==> src/rtl/freq_div_ctrl.sv <==
// freq_div_ctrl: programmable clock divider with a registered divided clock,
// a period-start tick, and a ready/valid divisor update that takes effect
// only on a period boundary while running.
// Optional feature macro: FREQ_DIV_CTRL_PERIOD_CNT_EN adds a 16-bit period_cnt
// output that counts ticks.
module freq_div_ctrl #(
    parameter int CNT_W = 8
) (
    input  logic             clock,
    input  logic             reset,
    input  logic             enable,
    input  logic             cfg_valid,
    input  logic [CNT_W-1:0] cfg_div,
    output logic             cfg_ready,
    output logic             cfg_err,
    output logic             out_clock,
    output logic             tick,
`ifdef FREQ_DIV_CTRL_PERIOD_CNT_EN
    output logic [15:0]      period_cnt,
`endif
    output logic             busy
);

    localparam logic [1:0] ST_IDLE = 2'd0;
    localparam logic [1:0] ST_RUN  = 2'd1;
    localparam logic [1:0] ST_STOP = 2'd2;

    logic [1:0]       state_q, state_d;
    logic [CNT_W-1:0] count_q, count_d;
    logic [CNT_W-1:0] div_q, div_d;
    logic             pend_q, pend_d;
    logic [CNT_W-1:0] pend_div_q, pend_div_d;
    logic             out_clock_q, out_clock_d;
    logic             tick_q, tick_d;
    logic             cfg_err_q, cfg_err_d;
    logic             busy_d;
    logic             accept;
    logic             wrap;

    assign accept = cfg_valid && !pend_q;
    assign wrap   = (count_q == div_q - CNT_W'(1));

    // Next-state: period counter, run/stop/idle sequencing, divisor update
    always_comb begin
        state_d    = state_q;
        count_d    = count_q;
        div_d      = div_q;
        pend_d     = pend_q;
        pend_div_d = pend_div_q;
        cfg_err_d  = 1'b0;

        case (state_q)
            ST_IDLE: begin
                count_d = '0;
                // A divisor accepted on the last STOP cycle lands here
                if (pend_q) begin
                    div_d  = pend_div_q;
                    pend_d = 1'b0;
                end
                if (enable) state_d = ST_RUN;
            end
            ST_RUN, ST_STOP: begin
                if (wrap) begin
                    count_d = '0;
                    if (pend_q) begin
                        div_d  = pend_div_q;
                        pend_d = 1'b0;
                    end
                    if (enable)                 state_d = ST_RUN;
                    else if (state_q == ST_RUN) state_d = ST_STOP;
                    else                        state_d = ST_IDLE;
                end else begin
                    count_d = count_q + CNT_W'(1);
                    state_d = enable ? ST_RUN : ST_STOP;
                end
            end
            default: begin
                state_d = ST_IDLE;
                count_d = '0;
            end
        endcase

        // Divisor handshake; while running it waits for the next boundary
        if (accept) begin
            if (cfg_div < CNT_W'(2)) begin
                cfg_err_d = 1'b1;
            end else if (state_q == ST_IDLE) begin
                div_d = cfg_div;
            end else begin
                pend_d     = 1'b1;
                pend_div_d = cfg_div;
            end
        end

        busy_d      = (state_d != ST_IDLE);
        out_clock_d = busy_d && (count_d < (div_d >> 1));
        tick_d      = busy_d && (count_d == '0);
    end

    // State registers with synchronous reset
    always_ff @(posedge clock) begin
        if (reset) begin
            state_q     <= ST_IDLE;
            count_q     <= '0;
            div_q       <= CNT_W'(2);
            pend_q      <= 1'b0;
            pend_div_q  <= '0;
            out_clock_q <= 1'b0;
            tick_q      <= 1'b0;
            cfg_err_q   <= 1'b0;
        end else begin
            state_q     <= state_d;
            count_q     <= count_d;
            div_q       <= div_d;
            pend_q      <= pend_d;
            pend_div_q  <= pend_div_d;
            out_clock_q <= out_clock_d;
            tick_q      <= tick_d;
            cfg_err_q   <= cfg_err_d;
        end
    end

`ifdef FREQ_DIV_CTRL_PERIOD_CNT_EN
    logic [15:0] period_cnt_q, period_cnt_d;

    // Count presented ticks; wraps naturally at 16 bits
    always_comb begin
        period_cnt_d = period_cnt_q + {15'd0, tick_q};
    end

    // Tick counter register
    always_ff @(posedge clock) begin
        if (reset) period_cnt_q <= '0;
        else       period_cnt_q <= period_cnt_d;
    end

    assign period_cnt = period_cnt_q;
`endif

    assign cfg_ready = !pend_q;
    assign cfg_err   = cfg_err_q;
    assign out_clock = out_clock_q;
    assign tick      = tick_q;
    assign busy      = (state_q != ST_IDLE);

endmodule
==> config.mk <==
export PLATFORM = sky130hd
export DESIGN_NAME = freq_div_ctrl
export DESIGN_NICKNAME = d
export VERILOG_FILES = /design/src/rtl/freq_div_ctrl.sv
export SDC_FILE = /design/constraint.sdc
export NUM_CORES = 1
export LEC_CHECK = 0
export ABC_AREA = 1
export BUFFER_PORTS_ARGS = -buffer_cell sky130_fd_sc_hd__buf_2
export CAP_MARGIN = 20
export CORE_ASPECT_RATIO = 1.25
export CORE_UTILIZATION = 54
export CTS_CLUSTER_SIZE = 30
export DETAILED_ROUTE_END_ITERATION = 8
export GPL_TIMING_DRIVEN = 1
export PLACE_DENSITY = 0.76
export RECOVER_POWER = 100
export REMOVE_ABC_BUFFERS = 1
export SYNTH_ARGS = -nofsm -noshare
export SYNTH_HDL_FRONTEND = slang
export SYNTH_SLANG_ARGS = --single-unit
==> constraint.sdc <==
create_clock -name clock -period 2.6 [get_ports clock]
set_input_delay 0.52 -clock clock [delete_from_list [all_inputs] [get_ports clock]]
set_output_delay 0.52 -clock clock [all_outputs]
set_load 0.005 [all_outputs]
# Word level (Yosys, flattened, before mapping)
# Index checks and enable logic that the tools add are counted.
totals:
  memories: 0
  latchBits: 0
  register_bits: 30
  mem_bits_rw: 0
  rom_bits: 0
  word_cells: 49
  out_inout_bits: 5
classes:
  n_eq_ne: 3
  order_cmp: 2
  n_addsub: 2
  n_div: 0
  n_bitwise: 3
  shift: 0
  n_reduce_logical: 11
  mul: 0
  n_mux: 20
op_table:
  columns: ["op", "n"]
  rows:
  - ["$mux W8", 7]
  - ["$pmux W8 S2", 1]
  - ["$mux W2", 5]
  - ["$add A8 B1 Y8 const B", 1]
  - ["$eq A8 B8 Y1", 1]
  - ["$logic_not A8 Y1", 1]
  - ["$lt A8 B2 Y1 const B", 1]
  - ["$lt A8 B7 Y1", 1]
  - ["$sub A8 B1 Y8 const B", 1]
  - ["$mux W1", 5]
  - ["$pmux W2 S2", 1]
  - ["$reduce_bool A2 Y1", 2]
  - ["$reduce_or A2 Y1", 2]
  - ["$logic_and A1 B1 Y1", 3]
  - ["$not A1 Y1", 3]
  - ["$reduce_and A3 Y1", 1]
  - ["$eq A2 B1 Y1 const B", 1]
  - ["$eq A2 B2 Y1 const B", 1]
  - ["$logic_not A2 Y1", 1]
  - ["$pmux W1 S2", 1]
  - ["$logic_not A1 Y1", 1]

# Longest topological paths before layout
depth:
  ltp_word: 9
  depth_mapped: 23

# Worst setup path after synthesis
# No wires, ideal clock.
synth_timing:
  path_type: "reg2reg"
  from: "register div_q[0]"
  to: "register out_clock_q, in the netlist out_clock"
  path_slack_ps: 35
  stages_incl_launch_ff: 21
  required_time_ps: 2534
  n_path_buf: 0
  setup_time_ps: 66
  arrival_time_ps: 2499
  path_cell_list: "dfxtp_1 -> inv_2 -> ha_1 -> xor2_1 -> nand2_1 -> nor2_2 -> nand2_2 -> nor2_4 -> nand2_4 -> clkinv_2 -> nand2_1 -> o211ai_1 -> o211ai_1 -> a22oi_2 -> ha_1 -> nand2_2 -> inv_2 -> nand2_1 -> nand3_1 -> nand3b_4 -> a21oi_2"
synth_via:
  elab_chain_cells: 9
  word_cells_on_any_way: 14
  cone_classes: "add/sub: 1; order compare: 1; eq/ne: 1; mux: 9; reduce/logical: 2"
synth_rtl:
  columns: ["item", "line_no", "rtl"]
  rows:
  - ["from (decl)", "30", "logic [CNT_W-1:0] div_q, div_d;"]
  - ["from (signal assigned)", "114", "div_q <= div_d;"]
  - ["$sub A8 B1 Y8 (*)", "41", "assign wrap = (count_q == div_q - CNT_W'(1));"]
  - ["$eq A8 B8 Y1 (*)", "41", null]
  - ["$mux W8", "63", "if (wrap) begin"]
  - ["$pmux W8 S2", "52", "case (state_q)"]
  - ["$mux W8", "87", "end else if (state_q == ST_IDLE) begin"]
  - ["$mux W8", "85", "if (cfg_div < CNT_W'(2)) begin"]
  - ["$mux W8", "84", "if (accept) begin"]
  - ["$lt A8 B7 Y1", "96", "out_clock_d = busy_d && (count_d < (div_d >> 1));"]
  - ["$logic_and A1 B1 Y1 (*)", "96", null]
  - ["to (signal assigned)", "117", "out_clock_q <= out_clock_d;"]
  - ["to (decl)", "33", "logic out_clock_q, out_clock_d;"]
# Mark *: on every way between the ends. The rest lies on a longest branch, timed or not.
# A chain may end at the register's enable or synchronous reset.

# Worst setup path in the final report
layout_timing:
  from: "register div_q[1]"
  to: "register out_clock_q, in the netlist out_clock"
layout_via:
  elab_chain_cells: 9
  word_cells_on_any_way: 15
  cone_classes: "add/sub: 1; order compare: 1; eq/ne: 1; mux: 10; reduce/logical: 2"
layout_rtl:
  columns: ["item", "line_no"]
  rows:
  - ["$sub A8 B1 Y8", "41"]
  - ["$eq A8 B8 Y1", "41"]
  - ["$mux W8", "63"]
  - ["$pmux W8 S2", "52"]
  - ["$mux W8", "87"]
  - ["$mux W8", "85"]
  - ["$mux W8", "84"]
  - ["$lt A8 B7 Y1", "96"]
  - ["$logic_and A1 B1 Y1 (*)", "96"]
# Marks and branches as above.

==> impl_metrics.env <==
export IMPL_criticalPathCategory="reg2reg"
export IMPL_globalRouteMet1Util_pct=33.07
export IMPL_via_count=2082
export IMPL_start_kind="register"
export IMPL_worst_setup_path_endpoint="out_clock"
export IMPL_worst_ep_arrival_time_ns=2.80
export IMPL_floorplan_io_pins=17
export IMPL_slew_headroom_pct=65.05
export IMPL_first_global_vias=1913
export IMPL_path_max_fanout=5
export IMPL_synth_cell_types=31
export IMPL_clk_path_buf_depth=2
export IMPL_postSynthRegisterBits=30
export IMPL_htree_levels=2
export IMPL_final_layout_size_suffix_gt1_share_pct=21.11
export IMPL_report_final_hold_viol_count=0
export IMPL_design_final_nets=363
export IMPL_fmaxAchievable_mhz=388.9
export IMPL_setup_ws_ns=0.02895
export IMPL_power_density_nw_per_um2=668.8
export IMPL_cts_made_buffers=5
export IMPL_crit_family="simple AND/OR/NAND/NOR gates"
export IMPL_mappedNetlistArea_um2=2054
export IMPL_synth_sequential_area_ratio_pct=29.23
export IMPL_skew_ns=0.003421
export IMPL_regToRegEndpoint="out_clock"
export IMPL_postCtsHoldBufs=0
export IMPL_drt_wl_total_um=5125
export IMPL_clk_root_buffer_cell="sky130_fd_sc_hd__clkbuf_8"
export IMPL_drc=0
export IMPL_die_height_um=70.96
export IMPL_slew_violations=0
export IMPL_first_pass_grt_wire_length_um=8397
export IMPL_die_area_um2=4057
export IMPL_worstSkewPairLatency_ns=0.29
export IMPL_route_detailed_vias_per_inst=5.479
export IMPL_busiest_layer="met2"
export IMPL_core_um2=3573
export IMPL_worstMarginPinSlew_ns=0.5228
export IMPL_die_x_extent_um=57.17
export IMPL_route_detailed_wl_per_inst_um=13.49
export IMPL_use_met3_pct=5.484
export IMPL_initial_core_util_pct=57.49
export IMPL_leakagePower_nw=1.131
export IMPL_grt_start_max_net_pins=21
export IMPL_run_status="completed"
export IMPL_cts_tree="built"
export IMPL_timing_critical_path_buf_inv=3
export IMPL_detailedPlace_worstSlack_ns=-0.04582
export IMPL_drtIter0Drc=131
export IMPL_timing_final_crit_period_ns=2.571
export IMPL_max_cap_violations=0
export IMPL_io_buffers=16
export IMPL_cts_num_sinks=30
export IMPL_netlist_instances=314
export IMPL_grt_util_met2_pct=45.23
export IMPL_worst_r2r_path_depth=18
export IMPL_finalWeightedCongestion=0.9495
export IMPL_n_fill_cell=331
export IMPL_grt_antenna_before_repair=0
export IMPL_worstSetupEndpointType="register"
export IMPL_worst_path_max_delay_cell="sky130_fd_sc_hd__dfxtp_2"
export IMPL_detailed_place_area_um2=2217
export IMPL_utilization_pct=66.95
export IMPL_detailedRoute_firstPassIterationCount=4
export IMPL_worst_hold_slack_ns=0.4529
export IMPL_critical_path_startpoint="div_q[1]"
export IMPL_critical_path_reg2reg_startpoint="div_q[1]"
export IMPL_worst_path_largest_cell_delay_ns=0.33
export IMPL_min_period_over_period_pct=98.89
export IMPL_antenna_diode_count=0
export IMPL_critical_path_cell_chain="inv_2 > ha_4 > xor2_1 > nand2_1 > nor2_2 > nand2_2 > nor2_4 > nand2_4 > clkinv_4 > buf_4 > nand2_1 > nand2_1 > o221ai_1 > a22oi_1 > ha_1 > nand3_1 > nand3b_4 > a21oi_2"
export IMPL_std_cell_rows=24
export IMPL_grt_setup_unrepaired="yes"
export IMPL_r2r_slack_ns=0.03
export IMPL_grt_usage_pct=26.96
export IMPL_clkSlewWorstSetupHoldPaths_ns=0.07
export IMPL_cp_depth=18
export IMPL_dp_hpwl_um=3790
export IMPL_syn_mean_instance_area_um2=6.543
export IMPL_finalSetupViolations=0
export IMPL_ys_warn_count=0
export IMPL_worst_endpoint_required_ns=2.83
export IMPL_worst_vdd_rail_ir_drop_uv=396.2
export IMPL_crit_path_most_repeated_cell="sky130_fd_sc_hd__nand2_1"
export IMPL_flow_area_growth_from_synthesis_pct=16.44
export IMPL_drtAntennaViolNets=0
export IMPL_hold_path_class="reg2reg"
export IMPL_final_design_area_no_fill_um2=2392
export IMPL_grt_overflow=0
## area by class of cell
cell class | instances | area, um^2 | share of cell area, %
Sequential cell | 30 | 604.3 | 25.26
Clock buffer | 7 | 86.33 | 3.609
Clock inverter | 1 | 5.005 | 0.2092
Timing Repair Buffer | 28 | 171.4 | 7.165
Multi-Input combinational cell | 224 | 1277 | 53.40
Tap cell | 39 | 48.80 | 2.040
Inverter | 51 | 198.9 | 8.316
## cells in the mapped netlist (all sizes together)
cell type | number | share of area [%]
nand2 | 71 | 15
inv | 50 | 9.3
nor2 | 45 | 9.4
o21ai | 31 | 7.6
dfxtp | 30 | 29
nand3 | 18 | 4.4
a21oi | 17 | 4.3
o211ai | 12 | 4.4
ha | 11 | 6.7
clkbuf | 7 | 1.3
xor2 | 6 | 2.6
a22oi | 2 | 0.97
buf | 2 | 0.37
nand4 | 2 | 0.61
nor3 | 2 | 0.49
xnor2 | 2 | 0.85
a31oi | 1 | 0.30
clkinv | 1 | 0.24
nand3b | 1 | 0.97
nor4 | 1 | 0.30
o221ai | 1 | 0.43
or2 | 1 | 0.30
## registers in the layout, summed over array words and instances, names as in the netlist
| register | count |
|---|---|
| div_q | 8 |
| state_q | 2 |
| count_q | 8 |
| cfg_err | 1 |
| out_clock | 1 |
| pend_div_q | 8 |
| pend_q | 1 |
| tick | 1 |
## worst min-delay path by stage
| stage | slack, ns | start | cells after the start | end |
|---|---|---|---|---|
| detailed placement | 0.44 | pend_div_q[6] | 2 | pend_div_q[6] |
| global route | 0.48 | pend_div_q[6] | 2 | pend_div_q[6] |
| CTS | 0.46 | pend_div_q[6] | 2 | pend_div_q[6] |
| global placement | 0.44 | pend_div_q[4] | 2 | pend_div_q[4] |
| floorplan | 0.43 | pend_div_q[0] | 2 | pend_div_q[0] |
| finish | 0.45 | pend_div_q[0] | 2 | pend_div_q[0] |
## power by group
group	switching (W)	internal, W	total [W]
clock	0.000183	0.000213	0.000396
combinational	0.000403	0.000250	0.000653
sequential	0.0000404	0.000511	0.000551
## cells in the final DEF (no fill, tap or decap), types with 11 or more instances in the layout
master and instances:
sky130_fd_sc_hd__a21oi_1 14, sky130_fd_sc_hd__o211ai_1 12, sky130_fd_sc_hd__buf_2 14, sky130_fd_sc_hd__buf_4 11, sky130_fd_sc_hd__nand2_1 59, sky130_fd_sc_hd__o21ai_0 26, sky130_fd_sc_hd__dfxtp_1 27, sky130_fd_sc_hd__inv_1 43
sky130_fd_sc_hd__nor2_1 38, sky130_fd_sc_hd__nand3_1 17
## worst min-delay path, delay by kind of cell, from the launching register on
kind | cells | cell delay (ns)
DFF | 1 | 0.30
AOI/OAI and AO/OA | 1 | 0.05
buffers and inverters | 1 | 0.06
## per-layer routing
layer | wire length (um) | vias up
met4 | 157 | 0
met1 | 2248 | 942
met2 | 2465 | 62
met3 | 254 | 17
met5 | 0 | -
li1 | - | 1061
## cell families (layout without fill, tap and decap cells)
| group | after synthesis | in the layout | synth area share, % |
|---|---|---|---|
| compound gates | 64 | 64 | 17.97 |
| simple gates | 141 | 141 | 31.55 |
| buf+inv | 60 | 87 | 11.15 |
| fa+ha+maj | 11 | 11 | 6.699 |
| flops | 30 | 30 | 29.23 |
| xor+xnor | 8 | 8 | 3.411 |
## stage by stage
step / std cells / TNS [ns] / power [W]
after global routing: 380 / -0.1515 / 0.001706
after CTS: 378 / 0 / 0.001568
after floorplan: 305 / 0 / 0.0009824
after global placement: 369 / 0 / 0.001141
after detailed placement: 369 / -0.04582 / 0.001150
final: 380 / 0 / 0.001600
## what timing repair did
item / 4_1_cts / 5_1_grt
resized for setup: 6 / 14
endpoints found under the setup margin: 1 / 1
buffers inserted: 1 / 2
pin swaps: 4 / 12
(Power assumes the default switching activity.)
